## src/rtl/freq_scan_pkg.sv

```systemverilog
// rtl/freq_scan_pkg.sv - shared types and CSR constants for the frequency scan controller
//
// Contents:
//   scan_state_t      scheduler states
//   CSR_* addresses   system-side CSR word map
//   *_BIT positions   CTRL / STATUS / IRQ field bit positions

package freq_scan_pkg;

    typedef enum logic [2:0] {
        ST_IDLE    = 3'd0,
        ST_SELECT  = 3'd1,
        ST_SETTLE  = 3'd2,
        ST_READ    = 3'd3,
        ST_CAPTURE = 3'd4
    } scan_state_t;

    localparam logic [3:0] CSR_CTRL        = 4'd0;
    localparam logic [3:0] CSR_STATUS      = 4'd1;
    localparam logic [3:0] CSR_IRQ         = 4'd2;
    localparam logic [3:0] CSR_RESULT_BASE = 4'd8;

    localparam int CTRL_EN_BIT      = 0;
    localparam int CTRL_ONESHOT_BIT = 1;
    localparam int STATUS_CLR_BIT   = 0;
    localparam int STATUS_BUSY_BIT  = 31;
    localparam int IRQ_PENDING_BIT  = 0;
    localparam int IRQ_EN_BIT       = 1;

endpackage

```

## src/rtl/freq_scan_timer.sv

```systemverilog
// rtl/freq_scan_timer.sv - loadable down-counter with zero flag for the settle interval
//
// Ports:
//   clk         system clock
//   reset       synchronous, active-high reset
//   load        load load_value this cycle (takes priority over counting)
//   load_value  start value of the countdown
//   zero        high while the count is 0; the counter stops at 0

module freq_scan_timer #(
    parameter int W = 16
) (
    input  logic         clk,
    input  logic         reset,
    input  logic         load,
    input  logic [W-1:0] load_value,
    output logic         zero
);

    logic [W-1:0] count;

    always_ff @(posedge clk) begin
        if (reset) begin
            count <= '0;
        end else if (load) begin
            count <= load_value;
        end else if (count != '0) begin
            count <= count - W'(1);
        end
    end

    assign zero = (count == '0);

endmodule

```

## src/rtl/freq_scan_ctrl.sv

```systemverilog
// rtl/freq_scan_ctrl.sv - time-shares one frequency counter across NUM_CH sample clocks
//
// Optional feature macro: FREQ_SCAN_IRQ_EN (adds irq port and IRQ register at address 2)
//
// Ports:
//   clk            system clock (only clock)
//   reset          synchronous, active-high reset
//   csr_address    system CSR word address (0 CTRL, 1 STATUS, 2 IRQ, 8.. RESULT[ch])
//   csr_read       CSR read strobe; csr_readdata is registered, 1-cycle latency
//   csr_write      CSR write strobe
//   csr_writedata  CSR write data
//   csr_readdata   CSR read data, holds between reads
//   fc_address     freq counter CSR address, tied to 0
//   fc_read        freq counter read strobe; data returns the following cycle
//   fc_readdata    freq counter read data
//   ch_sel         external clock-mux select
//   scan_done      one-cycle pulse during the capture of the last channel
//   irq            (FREQ_SCAN_IRQ_EN only) level interrupt, PENDING & IRQ_EN

module freq_scan_ctrl
    import freq_scan_pkg::*;
#(
    parameter int NUM_CH         = 8,
    parameter int SEL_W          = 3,
    parameter int WINDOW_CYCLES  = 50000,
    parameter int SETTLE_WINDOWS = 2
) (
    input  logic             clk,
    input  logic             reset,
    input  logic [3:0]       csr_address,
    input  logic             csr_read,
    input  logic             csr_write,
    input  logic [31:0]      csr_writedata,
    output logic [31:0]      csr_readdata,
    output logic [3:0]       fc_address,
    output logic             fc_read,
    input  logic [31:0]      fc_readdata,
    output logic [SEL_W-1:0] ch_sel,
    output logic             scan_done
`ifdef FREQ_SCAN_IRQ_EN
    ,
    output logic             irq
`endif
);

    localparam int SETTLE_CYCLES = SETTLE_WINDOWS * WINDOW_CYCLES;
    localparam int TMR_W         = $clog2(SETTLE_CYCLES);
    localparam logic [TMR_W-1:0] SETTLE_LOAD = TMR_W'(SETTLE_CYCLES - 1);
    localparam logic [SEL_W-1:0] LAST_CH     = SEL_W'(NUM_CH - 1);

    scan_state_t       state, state_next;
    logic [SEL_W-1:0]  ch;
    logic              ctrl_en, ctrl_oneshot;
    logic [NUM_CH-1:0] valid;
    logic [31:0]       results [NUM_CH];
    logic [31:0]       rd_mux;

    logic sel_strobe, timer_load, timer_zero, capture;
    logic last_ch, busy;
    logic ctrl_wr, status_clr;
    logic unused_wdata;

    assign fc_address   = 4'd0;
    assign last_ch      = (ch == LAST_CH);
    assign busy         = (state != ST_IDLE);
    assign ctrl_wr      = csr_write && (csr_address == CSR_CTRL);
    assign status_clr   = csr_write && (csr_address == CSR_STATUS) && csr_writedata[STATUS_CLR_BIT];
    assign unused_wdata = ^csr_writedata[31:2];

    freq_scan_timer #(
        .W(TMR_W)
    ) u_settle_timer (
        .clk        (clk),
        .reset      (reset),
        .load       (timer_load),
        .load_value (SETTLE_LOAD),
        .zero       (timer_zero)
    );

    always_ff @(posedge clk) begin
        if (reset) begin
            state <= ST_IDLE;
        end else begin
            state <= state_next;
        end
    end

    always_comb begin
        state_next = state;
        sel_strobe = 1'b0;
        timer_load = 1'b0;
        fc_read    = 1'b0;
        capture    = 1'b0;
        scan_done  = 1'b0;
        case (state)
            ST_IDLE: begin
                if (ctrl_en) state_next = ST_SELECT;
            end
            ST_SELECT: begin
                sel_strobe = 1'b1;
                timer_load = 1'b1;
                state_next = ST_SETTLE;
            end
            ST_SETTLE: begin
                if (timer_zero) state_next = ST_READ;
            end
            ST_READ: begin
                fc_read    = 1'b1;
                state_next = ST_CAPTURE;
            end
            ST_CAPTURE: begin
                capture = 1'b1;
                if (last_ch) begin
                    scan_done  = 1'b1;
                    state_next = ctrl_oneshot ? ST_IDLE : ST_SELECT;
                end else begin
                    state_next = ST_SELECT;
                end
            end
            default: state_next = ST_IDLE;
        endcase
        // Software dropped EN: abandon the channel in flight without touching
        // the mux, the counter or the stored results.
        if (busy && !ctrl_en) begin
            state_next = ST_IDLE;
            sel_strobe = 1'b0;
            timer_load = 1'b0;
            fc_read    = 1'b0;
            capture    = 1'b0;
            scan_done  = 1'b0;
        end
    end

    always_ff @(posedge clk) begin
        if (reset) begin
            ch           <= '0;
            ch_sel       <= '0;
            ctrl_en      <= 1'b0;
            ctrl_oneshot <= 1'b0;
            valid        <= '0;
            csr_readdata <= '0;
            for (int i = 0; i < NUM_CH; i++) results[i] <= '0;
        end else begin
            if (sel_strobe) ch_sel <= ch;

            if (capture) begin
                ch <= last_ch ? '0 : ch + SEL_W'(1);
            end else if (state == ST_IDLE) begin
                ch <= '0;
            end

            // A software CTRL write overrides the end-of-oneshot clear. The
            // whole register is cleared so CTRL reads back 0 after a oneshot.
            if (ctrl_wr) begin
                ctrl_en      <= csr_writedata[CTRL_EN_BIT];
                ctrl_oneshot <= csr_writedata[CTRL_ONESHOT_BIT];
            end else if (capture && last_ch && ctrl_oneshot) begin
                ctrl_en      <= 1'b0;
                ctrl_oneshot <= 1'b0;
            end

            // The capture set comes after the clear so a coinciding clear
            // still leaves the freshly captured channel marked valid.
            if (status_clr) valid <= '0;
            for (int i = 0; i < NUM_CH; i++) begin
                if (capture && (ch == SEL_W'(i))) begin
                    valid[i]   <= 1'b1;
                    results[i] <= fc_readdata;
                end
            end

            if (csr_read) csr_readdata <= rd_mux;
        end
    end

`ifdef FREQ_SCAN_IRQ_EN
    logic irq_pending, irq_en;
    logic irq_wr;

    assign irq_wr = csr_write && (csr_address == CSR_IRQ);
    assign irq    = irq_pending && irq_en;

    always_ff @(posedge clk) begin
        if (reset) begin
            irq_pending <= 1'b0;
            irq_en      <= 1'b0;
        end else begin
            if (scan_done) begin
                irq_pending <= 1'b1;
            end else if (irq_wr && csr_writedata[IRQ_PENDING_BIT]) begin
                irq_pending <= 1'b0;
            end
            if (irq_wr) irq_en <= csr_writedata[IRQ_EN_BIT];
        end
    end
`endif

    always_comb begin
        rd_mux = '0;
        case (csr_address)
            CSR_CTRL: begin
                rd_mux[CTRL_EN_BIT]      = ctrl_en;
                rd_mux[CTRL_ONESHOT_BIT] = ctrl_oneshot;
            end
            CSR_STATUS: begin
                rd_mux[NUM_CH-1:0]      = valid;
                rd_mux[STATUS_BUSY_BIT] = busy;
            end
`ifdef FREQ_SCAN_IRQ_EN
            CSR_IRQ: begin
                rd_mux[IRQ_PENDING_BIT] = irq_pending;
                rd_mux[IRQ_EN_BIT]      = irq_en;
            end
`endif
            default: ;
        endcase
        for (int i = 0; i < NUM_CH; i++) begin
            if (csr_address == (CSR_RESULT_BASE + 4'(i))) rd_mux = results[i];
        end
    end

endmodule

```

## config.mk

```make
export PLATFORM = sky130hd
export DESIGN_NAME = freq_scan_ctrl
export DESIGN_NICKNAME = d
export VERILOG_FILES = /design/src/rtl/freq_scan_pkg.sv /design/src/rtl/freq_scan_timer.sv /design/src/rtl/freq_scan_ctrl.sv
export SDC_FILE = /design/constraint.sdc
export NUM_CORES = 1
export LEC_CHECK = 0
export ABC_AREA = 1
export BUFFER_PORTS_ARGS = -buffer_cell sky130_fd_sc_hd__buf_4
export CAP_MARGIN = 5
export CELL_PAD_IN_SITES_DETAIL_PLACEMENT = 1
export CELL_PAD_IN_SITES_GLOBAL_PLACEMENT = 1
export CORE_ASPECT_RATIO = 2
export CORE_MARGIN = 3
export CORE_UTILIZATION = 50
export DETAILED_ROUTE_END_ITERATION = 7
export GPL_TIMING_DRIVEN = 0
export MAX_ROUTING_LAYER = met4
export PLACE_DENSITY_LB_ADDON = 0.1
export SETUP_SLACK_MARGIN = 0.2
export SYNTH_ARGS = -nofsm -noshare
export SYNTH_HDL_FRONTEND = slang
export SYNTH_SLANG_ARGS = --single-unit
export TNS_END_PERCENT = 100
```

## constraint.sdc

```tcl
create_clock -name clk -period 4.7 [get_ports clk]
set_input_delay 0.94 -clock clk [delete_from_list [all_inputs] [get_ports clk]]
set_output_delay 0.94 -clock clk [all_outputs]
set_load 0.05 [all_outputs]
```

# Word-level counts from Yosys, hierarchy flattened
# Memory sizes are Yosys's and may differ from the RTL's.
# Cells that the tools add are included.
[op_classes]
add_sub_neg = 2
multipliers = 0
div = 0
n_lt_le_gt_ge = 0
n_eq_ne = 22
shift = 0
muxes = 76
bitwise = 8
reduce_logical = 34
[op_table]
columns = ["operator", "count"]
rows = [
  ["$mux 32", 16],
  ["$mux 1", 49],
  ["$mux 17", 2],
  ["$eq 4x4->1 const B", 8],
  ["$reduce_bool 2->1", 11],
  ["$logic_not 17->1", 1],
  ["$reduce_bool 17->1", 1],
  ["$sub 17x1->17 const B", 1],
  ["$eq 3x3->1 const B", 5],
  ["$mux 3", 5],
  ["$pmux 3 s5", 1],
  ["$logic_and 1x1->1", 13],
  ["$eq 3x2->1 const B", 4],
  ["$mux 8", 1],
  ["$or 1x1->1", 8],
  ["$eq 3x1->1 const B", 2],
  ["$logic_not 3->1", 2],
  ["$mux 6", 1],
  ["$eq 4x1->1 const B", 1],
  ["$logic_not 4->1", 1],
  ["$ne 2x2->1 const B", 2],
  ["$pmux 2 s2", 1],
  ["$reduce_or 2->1", 2],
  ["$add 3x1->3 const B", 1],
  ["other kinds (3)", 3],
]
[word_totals]
ff_bits = 68
latchBits = 0
ramBits = 256
rom_bits = 0
inputBits = 72
out_inout_bits = 41
elab_cells = 159
memories = 1
[mem_list]
columns = ["memory", "depth", "width", "read_ports", "rd_ports_with_merged_regs", "write_ports", "line_no", "source"]
rows = [
  ["results", 8, 32, 8, 0, 8, "freq_scan_ctrl.sv:55", "logic [31:0] results [NUM_CH];"],
]

# Depth between registers and ports, before layout
[logic_depth]
depth_word = 10
ltp_mapped = 13
mapped_depth_nobuf = 12

# Cells and area by module
# Synthesis repeated with hierarchy kept, for this count alone.
[hier_totals]
cells_unflattened = 1476
area_unflattened_um2 = 14214.9
[by_module_without_submodules]
columns = ["module", "n_inst", "cells_per_inst", "area_per_inst_um2", "seq_area_each_um2"]
rows = [
  ["freq_scan_ctrl", 1, 1288, 13037.5, 8708.4],
  ["freq_scan_timer", 1, 188, 1177.4, 340.3],
]

# Worst setup path before layout
# Ideal clock, no wire load.
[synth_timing]
path_kind = "reg-to-reg"
start = "register ch[1]"
end = "memory results[7][4], in the netlist results[1][100] (enable)"
setup_ns = 0.389
arrival_ns = 2.361
required_time_ns = 4.311
path_slack_ns = 1.950
path_stages_with_launch = 7
path_buffers = 0
synth_period_minus_slack_ns = 2.750
path_cell_list = "dfxtp_1 ha_1 ha_1 inv_1 nor2_1 inv_1 nand2_1"
[synth_lines]
columns = ["item", "line_no", "source"]
rows = [
  ["start: declaration", "freq_scan_ctrl.sv:52", "logic [SEL_W-1:0] ch;"],
  ["start signal: assignment", "freq_scan_ctrl.sv:147", "ch <= last_ch ? '0 : ch + SEL_W'(1);"],
  ["end: declaration", "freq_scan_ctrl.sv:55", ""],
]

# Worst setup path after layout
[layout_timing]
start = "register state[0]"
end = "output port scan_done"
[layout_between]
elab_chain_len = 3
elab_cells_between_ends = 5
classes_between = "eq/ne: 1; mux: 2; reduce/logical: 2"
[layout_rtl]
columns = ["item", "line_no", "source"]
rows = [
  ["start: declaration", "freq_scan_ctrl.sv:51", "scan_state_t state, state_next;"],
  ["start signal: assignment", "freq_scan_ctrl.sv:84", "state <= state_next;"],
  ["$eq 3x3->1 / $reduce_bool 3->1 (equally long branches)", "freq_scan_ctrl.sv:95, freq_scan_ctrl.sv:65", ""],
  ["$mux 1 / $logic_and 1x1->1 (equally long branches)", "freq_scan_ctrl.sv:95, freq_scan_ctrl.sv:124", ""],
  ["$mux 1 *", "freq_scan_ctrl.sv:124", "if (busy && !ctrl_en) begin"],
  ["end: declaration", "freq_scan_ctrl.sv:39", "output logic scan_done"],
]
# Mark *: on every way between the ends. The rest lies on a longest branch, timed or not.

==> metrics.txt <==
status=finished clean; YS warnings=0; Fin Setup TNS=0 ps; worst skew pair latency=570 ps; Synth Instances=1425; via count=10900; critical path type=flop to primary output; Peak Freq=336 MHz; CP Max Fanout=7; Initial Util=0.510; Area growth syn-to-layout=14.9%; Max Cap Viol=0; Mapped Area=0.0138 mm2; layout cells sized above 1=0.121; minimum clock period=2970 ps; VDD IR max=0.331 mV; mux contribution to synthesized area=0; post-detail-place hpwl=30700 um; clock skew=13.9 ps; post-DR vias/cell=5.70; clock buffer depth=3; Yosys top cell area share=0.558; CP bufs+invs=1; Yosys top cell by area=edfxtp_1; dpl cells=1859; Routed wire per std cell=23.6 um; count of non-filler cells in the finished layout=1910; RSZ-0062 raised after global routing=no; WP data required=3760 ps; drt first pass iters=5; first-pass GRT wire length=67400 um; worst-margin pin slew=1030 ps; Critical Path End Type=primary output; FP Rows=85; vias in the first global route=11700; final WL=45100 um; EDFF count, synth=256; fin crit share=0.632; Compound-Gate Fraction of Synth Area=0.0457; DRC=0; Synth Area in Adders=0.00636; IO Pins=113; Int Pwr=4.75 mW; final net count=1620; #FFs+latches synth=324; final hold slack=464 ps; Top delay family on crit path=simple AND/OR/NAND/NOR gates; Sequential Power Share=0.509; CTS tree=yes; ys async rst share=0; Fin. Hold Viols=0; largest net degree at the start of global routing=27; Leak=6.30 nW; CP startpoint kind=flop; cts-stage hold buffer count=0; Num CTS Buffers=28; diodes inserted=0; clk root buf=clkbuf_16; fill count=3054; H-tree depth=1; top cells by count, synth=nor2_1, nand2_1, edfxtp_1; Place WS=1650 ps; Final WS setup=1730 ps; Clock power frac=0.339; Critical Path AT=2030 ps; total congestion overflow=0; most frequent cell after synthesis=nor2_1; Post-DRT Antenna Nets=0; GP Congestion=0.919; combinational power share=0.152; Die Wd=123 um; HP Class=flop to flop; combinational family with the most area after synthesis=simple AND/OR/NAND/NOR gates; Synth Area in Simple Gates=0.231; CP max stage cell=dfxtp_1; reg2reg start=state[0]$_SDFFE_PP0P_; XOR/XNOR share of the synthesized area=0.00508; I/O Buffers=75; CORE AREA=0.0270 mm2; Setup Fix Bufs, Post-CTS=0; fin. max-slew vios=0; CP most frequent cell=nor2_1; Setup crit start=state[0]$_SDFFE_PP0P_; total track usage=0.320; # setup viols final=0; sequential area share after synthesis=0.657; slew margin rel.=0.314; r2r setup slk=1920 ps; hold_sp=valid[3]$_SDFFE_PP0P_; Final Util=0.586; die area=0.0297 mm2; Area contributors post-synth=edfxtp_1, dfxtp_1, nor2_1; Post-Syn Area per Cell=9.67 um2; height of the die=241 um; Synth cell types=32; clock sink count=324; slowest stage delay, CP=340 ps; sw frac=0.279; post-cts resize count=0; NetSw=1.84 mW; CP cell instances=nor2_1 -> nand3_2 -> nor2_1 -> buf_4; ys flop type=edfxtp_1; initial antenna violation count=0; Clk pin slew, worst setup/hold paths=70 ps; Power per Cell Area=416 mW/mm2; First DRT Iteration DRCs=766
## metrics by stage
step                      cell area [um2]  power (mW)
after floorplan                     13800        4.07
after global placement              14800        4.37
after detailed placement            15000        4.42
after CTS                           15800        6.61
after global routing                15800        6.84
final                               15800        6.59
## power by group through the flow
stage               combinational (mW)  clock, mW  sequential, mW
floorplan                        0.638          0            3.43
finish                            1.00       2.23            3.36
detailed placement                1.00          0            3.42
global placement                 0.953          0            3.41
CTS                               1.01       2.24            3.36
global route                      1.11       2.36            3.37
## sequential cells by signal, summed over array words and instances, names as in the netlist
register              flops
ctrl_en                   1
ch_sel                    3
valid                     8
ctrl_oneshot              1
ch                        3
csr_readdata             32
state                     3
results                 256
u_settle_timer.count     17
## routing by layer
metal	global-route usage	vias to the layer above	wire, um
li1	-	4917	-
met2	0.588	384	25100
met4	0.162	0	2480
met5	-	-	0
met1	0.334	5445	15500
met3	0.0277	135	2090
## kinds of logic (layout without fill, tap and decap cells)
| logic type | after synthesis | count (layout) |
|---|---|---|
| simple gates | 777 | 777 |
| flops | 324 | 324 |
| buf+inv | 185 | 319 |
| compound gates | 123 | 123 |
| xor+xnor | 8 | 8 |
| fa+ha+maj | 7 | 7 |
| other cells | 1 | 4 |
## cells in the final DEF (no fill, tap or decap), types with 5 or more instances in the layout
master / count
edfxtp_1: 256
dfxtp_1: 68
nand3_1: 59
nand2_2: 9
ha_1: 7
inv_2: 10
nand4_1: 39
clkinv_1: 8
nor2_2: 5
buf_12: 7
nor2_1: 354
inv_1: 109
buf_4: 84
xor2_1: 7
nor3_1: 10
o21ai_0: 10
or2_2: 5
clkbuf_1: 34
buf_2: 28
clkbuf_16: 29
a21oi_1: 107
nand2_1: 288
## worst reg2reg max path: cells and delay by family, from the launching register on
family / cells / cell delay, ps
flip-flops: 1 / 340
buffers and inverters: 3 / 810
AND/OR/NAND/NOR: 4 / 1330
## path summary, 6_finish.rpt
kind / cells past startpoint / to
setup / recovery: 4 / scan_done
hold / removal: 2 / valid[3]$_SDFFE_PP0P_
setup reg to reg: 7 / results[0][79]$_SDFFCE_PN0P_
hold reg to reg: 2 / valid[3]$_SDFFE_PP0P_
## cell type report
class	count	area, um2	area share
clock inverters	15	100	0.00632
plain buffers	65	313	0.0198
flip-flops and latches	324	9050	0.572
inverters	120	450	0.0285
multi-input cells	919	4000	0.253
clock buffers	36	752	0.0475
well taps	348	435	0.0275
repair buffers	83	731	0.0462
Power figures use the tool's default switching activity.
